File: config.mk
export PLATFORM = sky130hd
export DESIGN_NAME = sensor_debounce
export DESIGN_NICKNAME = d
export VERILOG_FILES = /design/src/rtl/sensor_pkg.sv /design/src/rtl/db_channel.sv /design/src/rtl/sensor_debounce.sv
export SDC_FILE = /design/constraint.sdc
export NUM_CORES = 1
export LEC_CHECK = 0
export CELL_PAD_IN_SITES_DETAIL_PLACEMENT = 2
export CELL_PAD_IN_SITES_GLOBAL_PLACEMENT = 2
export CORE_ASPECT_RATIO = 1.5
export CORE_MARGIN = 5
export CORE_UTILIZATION = 38
export CTS_CLUSTER_SIZE = 14
export DETAILED_ROUTE_END_ITERATION = 7
export PLACE_DENSITY_LB_ADDON = 0.1
export RECOVER_POWER = 100
export SYNTH_ARGS = -nofsm -noshare
export SYNTH_HDL_FRONTEND = slang
export SYNTH_HIERARCHICAL = 1
export SYNTH_SLANG_ARGS = --single-unit
export TNS_END_PERCENT = 1
File: constraint.sdc
create_clock -name clk -period 2.3 [get_ports clk]
set_input_delay 0.23 -clock clk [delete_from_list [all_inputs] [get_ports clk]]
set_output_delay 0.23 -clock clk [all_outputs]
set_load 0.01 [all_outputs]
File: src/rtl/sensor_pkg.sv
// Shared definitions for the parking-lot sensor front end: channel state
// encoding, default debounce timing and the occupancy FSM's {a,b} codes.
package sensor_pkg;

    typedef enum logic [1:0] {
        ST_ZERO  = 2'd0,
        ST_WAIT1 = 2'd1,
        ST_ONE   = 2'd2,
        ST_WAIT0 = 2'd3
    } ch_state_t;

    // 10 ms of stable input at 100 MHz
    localparam int DEF_STABLE_CYCLES = 1000000;
    localparam int DEF_CNT_W         = 20;

    // {a,b} codes seen by the occupancy FSM
    localparam logic [1:0] AB_CLEAR = 2'b00;
    localparam logic [1:0] AB_OUTER = 2'b10;
    localparam logic [1:0] AB_BOTH  = 2'b11;
    localparam logic [1:0] AB_INNER = 2'b01;

endpackage

File: src/rtl/db_channel.sv
// One sensor channel: 2-flop synchroniser, 4-state debounce FSM with a
// down-counter, and registered level / edge / reject pulses.
module db_channel
    import sensor_pkg::*;
#(
    parameter int STABLE_CYCLES = DEF_STABLE_CYCLES,
    parameter int CNT_W         = DEF_CNT_W
) (
    input  logic clk,
    input  logic reset,
    input  logic i_raw,
    output logic o_level,
    output logic o_rise,
    output logic o_fall,
    output logic o_glitch
);

    localparam logic [CNT_W-1:0] LP_LOAD = CNT_W'(STABLE_CYCLES - 1);

    logic             r_s1;
    logic             r_s2;
    ch_state_t        r_state;
    ch_state_t        w_state_nxt;
    logic [CNT_W-1:0] r_cnt;
    logic [CNT_W-1:0] w_cnt_nxt;
    logic             r_out;
    logic             w_out_nxt;
    logic             r_rise;
    logic             w_rise_nxt;
    logic             r_fall;
    logic             w_fall_nxt;
    logic             r_glitch;
    logic             w_glitch_nxt;

    // Synchroniser for the asynchronous raw sensor line
    always_ff @(posedge clk) begin
        if (reset) begin
            r_s1 <= 1'b0;
            r_s2 <= 1'b0;
        end else begin
            r_s1 <= i_raw;
            r_s2 <= r_s1;
        end
    end

    // State, counter and output registers
    always_ff @(posedge clk) begin
        if (reset) begin
            r_state  <= ST_ZERO;
            r_cnt    <= {CNT_W{1'b0}};
            r_out    <= 1'b0;
            r_rise   <= 1'b0;
            r_fall   <= 1'b0;
            r_glitch <= 1'b0;
        end else begin
            r_state  <= w_state_nxt;
            r_cnt    <= w_cnt_nxt;
            r_out    <= w_out_nxt;
            r_rise   <= w_rise_nxt;
            r_fall   <= w_fall_nxt;
            r_glitch <= w_glitch_nxt;
        end
    end

    // Next-state logic; the counter only moves while a change is pending
    always_comb begin
        w_state_nxt  = r_state;
        w_cnt_nxt    = r_cnt;
        w_rise_nxt   = 1'b0;
        w_fall_nxt   = 1'b0;
        w_glitch_nxt = 1'b0;
        case (r_state)
            ST_ZERO: begin
                if (r_s2) begin
                    w_state_nxt = ST_WAIT1;
                    w_cnt_nxt   = LP_LOAD;
                end else begin
                    w_state_nxt = ST_ZERO;
                end
            end
            ST_WAIT1: begin
                if (!r_s2) begin
                    w_state_nxt  = ST_ZERO;
                    w_glitch_nxt = 1'b1;
                end else if (r_cnt == {CNT_W{1'b0}}) begin
                    w_state_nxt = ST_ONE;
                    w_rise_nxt  = 1'b1;
                end else begin
                    w_cnt_nxt = r_cnt - CNT_W'(1);
                end
            end
            ST_ONE: begin
                if (!r_s2) begin
                    w_state_nxt = ST_WAIT0;
                    w_cnt_nxt   = LP_LOAD;
                end else begin
                    w_state_nxt = ST_ONE;
                end
            end
            ST_WAIT0: begin
                if (r_s2) begin
                    w_state_nxt  = ST_ONE;
                    w_glitch_nxt = 1'b1;
                end else if (r_cnt == {CNT_W{1'b0}}) begin
                    w_state_nxt = ST_ZERO;
                    w_fall_nxt  = 1'b1;
                end else begin
                    w_cnt_nxt = r_cnt - CNT_W'(1);
                end
            end
            default: begin
                w_state_nxt = ST_ZERO;
                w_cnt_nxt   = {CNT_W{1'b0}};
            end
        endcase
        // Level follows the state it lands in, so it can never disagree with it
        w_out_nxt = (w_state_nxt == ST_ONE) || (w_state_nxt == ST_WAIT0);
    end

    assign o_level  = r_out;
    assign o_rise   = r_rise;
    assign o_fall   = r_fall;
    assign o_glitch = r_glitch;

endmodule

File: src/rtl/sensor_debounce.sv
// Two independent debounced sensor channels (outer a, inner b) feeding the
// occupancy FSM, with a shared glitch-reject pulse.
module sensor_debounce
    import sensor_pkg::*;
#(
    parameter int STABLE_CYCLES = DEF_STABLE_CYCLES,
    parameter int CNT_W         = DEF_CNT_W
) (
    input  logic clk,
    input  logic reset,
    input  logic a_raw,
    input  logic b_raw,
    output logic a,
    output logic b,
    output logic a_rise,
    output logic a_fall,
    output logic b_rise,
    output logic b_fall,
    output logic glitch
);

    logic w_glitch_a;
    logic w_glitch_b;

    db_channel #(
        .STABLE_CYCLES (STABLE_CYCLES),
        .CNT_W         (CNT_W)
    ) u_ch_a (
        .clk      (clk),
        .reset    (reset),
        .i_raw    (a_raw),
        .o_level  (a),
        .o_rise   (a_rise),
        .o_fall   (a_fall),
        .o_glitch (w_glitch_a)
    );

    db_channel #(
        .STABLE_CYCLES (STABLE_CYCLES),
        .CNT_W         (CNT_W)
    ) u_ch_b (
        .clk      (clk),
        .reset    (reset),
        .i_raw    (b_raw),
        .o_level  (b),
        .o_rise   (b_rise),
        .o_fall   (b_fall),
        .o_glitch (w_glitch_b)
    );

    // Both sources are registered pulses, so the OR stays single-cycle
    assign glitch = w_glitch_a | w_glitch_b;

endmodule
==> run summary <==
Netlist cell types: 61
Post-synth net total: 304
Met1 usage: 17.3%
Total Power: 2.18 mW
WP buf/inv: 1
Vias in the first global route: 2464
RSZ-0062 raised after global routing: no
Final setup fails: 0
Crit path max-delay cell type: a2111oi_0
PD cells: 700 mW/mm2
CP Cell Sequence: nor4_1, buf_4, nand4b_1, a2111oi_0, xnor2_1, nor2_1
Wire per inst: 17.2 um
Htree depth: 2
Most Used Layer, Global Route: met2
WL final: 7260 um
VDD IR max: 0.409 mV
Die X: 79.9 um
Setup TNS: 0 ps
Tcrit/Tclk final: 93.2%
Met2 Usage GRT: 34.5%
Max cap viols: 0
Vias per cell: 5.46
Top_reg_cell synth: dfxtp_1
First-pass GRT wire length: 12200 um
Crit-path leading delay family: simple AND/OR/NAND/NOR gates
Placed cells: 415
Setup crit end kind: register
Gpl congestion: 0.770
Crit path arrival time: 2360 ps
Ys Warns: 6
Num CTS Buffers: 5
Max Transition Viols Final: 0
Iter 0 DRT Violations: 42
Register area share after synthesis: 39.6%
Post-synthesis register bit count: 55
Std cell rows: 38
Initial Util: 38.7%
Minimum clock period after layout: 2140 ps
N_diodes: 0
Mapped Area: 0.00278 mm2
Fin. Hold Viols: 0
Max Freq: 467 MHz
GRT overflow: 0
Total GRT Usage: 17.1%
Post-route DRC: 0
Vias: 2308
Clk sinks: 55
Final #Nets: 328
Slew HR: 57.2%
Core area: 0.00718 mm2
Hold/Removal Path Class: reg2reg
CP Launch Type: register
Layout cells sized above 1: 12.7%
Status: finished, final reports clean
Syn_area_per_cell: 9.33 um2
DRT Pass-1 Iters: 4
Largest net degree at the start of global routing: 30
I/O pin cnt: 11
Worst Path Max Fanout: 5
Clock-pin slew on the worst setup and hold paths: 100 ps
CTS Buffer Depth: 2
Clock Latency Late Sink: 330 ps
Post-cts resize count: 0
Setup Fix Bufs, Post-CTS: 0
Die height: 115 um
Asr flop ratio synth: 0%
Fin cells: 423
TritonCTS clock tree: yes
Hold-fix buffers, CTS: 0
PortBufs: 10
WS Path Type: reg2reg
CTS Root Cell: clkbuf_8
Post-route cell area: 0.00311 mm2
Static leakage: 1.12 nW
DP Area: 0.00308 mm2
Worst Max-Slew Pin Slew: 642 ps
Critical path required time: 2520 ps
Die area: 0.00917 mm2
Initial antenna violation count: 0
Post-detailed-route count of antenna-violating nets: 0
Post-synth EDFFs: 0
Fin util: 43.3%
GR Layer Usage met3: 2.82%
Worst Skew: 6.39 ps
Largest stage delay on the critical path: 530 ps
Area Growth Syn to Fin: 11.9%
DPL Wire Length: 5430 um
Synth Instances: 298
-- sequential cells by signal, summed over array words and instances (netlist names), 2 cells and up --
signal and flops:
u_ch_a/r_cnt 20, u_ch_b/r_cnt 20, u_ch_a/r_state 2, u_ch_b/r_state 2
-- where the power goes --
part | switching, mW | internal [mW]
Combinational | 0.305 | 0.228
Sequential | 0.0691 | 1.01
Clock | 0.352 | 0.219
Total | 0.726 | 1.45
-- cell families (layout without fill, tap and decap cells) --
logic type | count (synthesis) | count (layout) | synth area share, %
AOI/OAI and AO/OA | 61 | 61 | 16.1
xor gates and xnor gates | 33 | 33 | 10.7
adders and majority gates | 2 | 2 | 0.900
buffers and inverters | 21 | 46 | 3.87
DFF | 55 | 55 | 39.6
muxes | 4 | 4 | 1.44
and+or+nand+nor | 122 | 122 | 27.4
-- synthesized netlist by cell type (all sizes together), types with 8 or more instances --
cell    number  area, um2
a21oi       21        105
a211oi       8       70.1
xor2        16        148
dfxtp       55       1100
nor4        10       77.6
o211ai       8       60.1
xnor2       17        149
nor3        11       66.3
nand3       11       72.6
nor2        36        138
-- through the flow --
step	setup slack [ps]	hold WS, ps
floorplan	399	302
global route	24.0	460
detailed placement	257	429
global placement	304	417
CTS	217	435
finish	157	450
-- path summary, 6_finish.rpt --
kind / start / cells past startpoint / to / slack (ps)
worst min register to register: u_ch_b/r_s1 / 1 / u_ch_b/r_s2 / 450
worst max-delay path: u_ch_a/r_cnt[5] / 6 / u_ch_a/r_cnt[13] / 160
worst max register to register: u_ch_a/r_cnt[5] / 6 / u_ch_a/r_cnt[13] / 160
worst min-delay path: u_ch_b/r_s1 / 1 / u_ch_b/r_s2 / 450
-- cell usage in the layout (no fill, tap or decap), types with 3 or more instances in the layout --
cell type      instances
dfxtp_1               55
nor2_1                35
a21oi_1               21
xnor2_1               17
buf_4                 15
xor2_1                15
nor3_1                10
nor4_1                10
nand3_1                9
dlygate4sd3_1          8
o211ai_1               8
inv_1                  7
nand4_1                7
a211oi_1               7
nand2_1                6
clkbuf_8               5
nor2b_1                5
o21ai_0                5
nor3b_1                4
or3_1                  4
mux2i_1                4
nor4b_1                4
clkbuf_1               4
and4b_1                3
a2111oi_0              3
a21o_1                 3
-- layer usage --
layer | share of wire [%] | wire [um]
met3 | 1.3 | 96
met2 | 58 | 4210
met1 | 39 | 2850
met5 | 0 | 0
met4 | 1.5 | 107
-- cell type report --
cell class / count / area (um2)
Clock buffer: 5 / 68.8
Clock inverter: 3 / 25.0
Fill cell: 798 / 4070
Inverter: 7 / 26.3
Multi-Input combinational cell: 222 / 1530
Sequential cell: 55 / 1100
Tap cell: 100 / 125
Timing Repair Buffer: 31 / 238
Power figures use the tool's default switching activity.
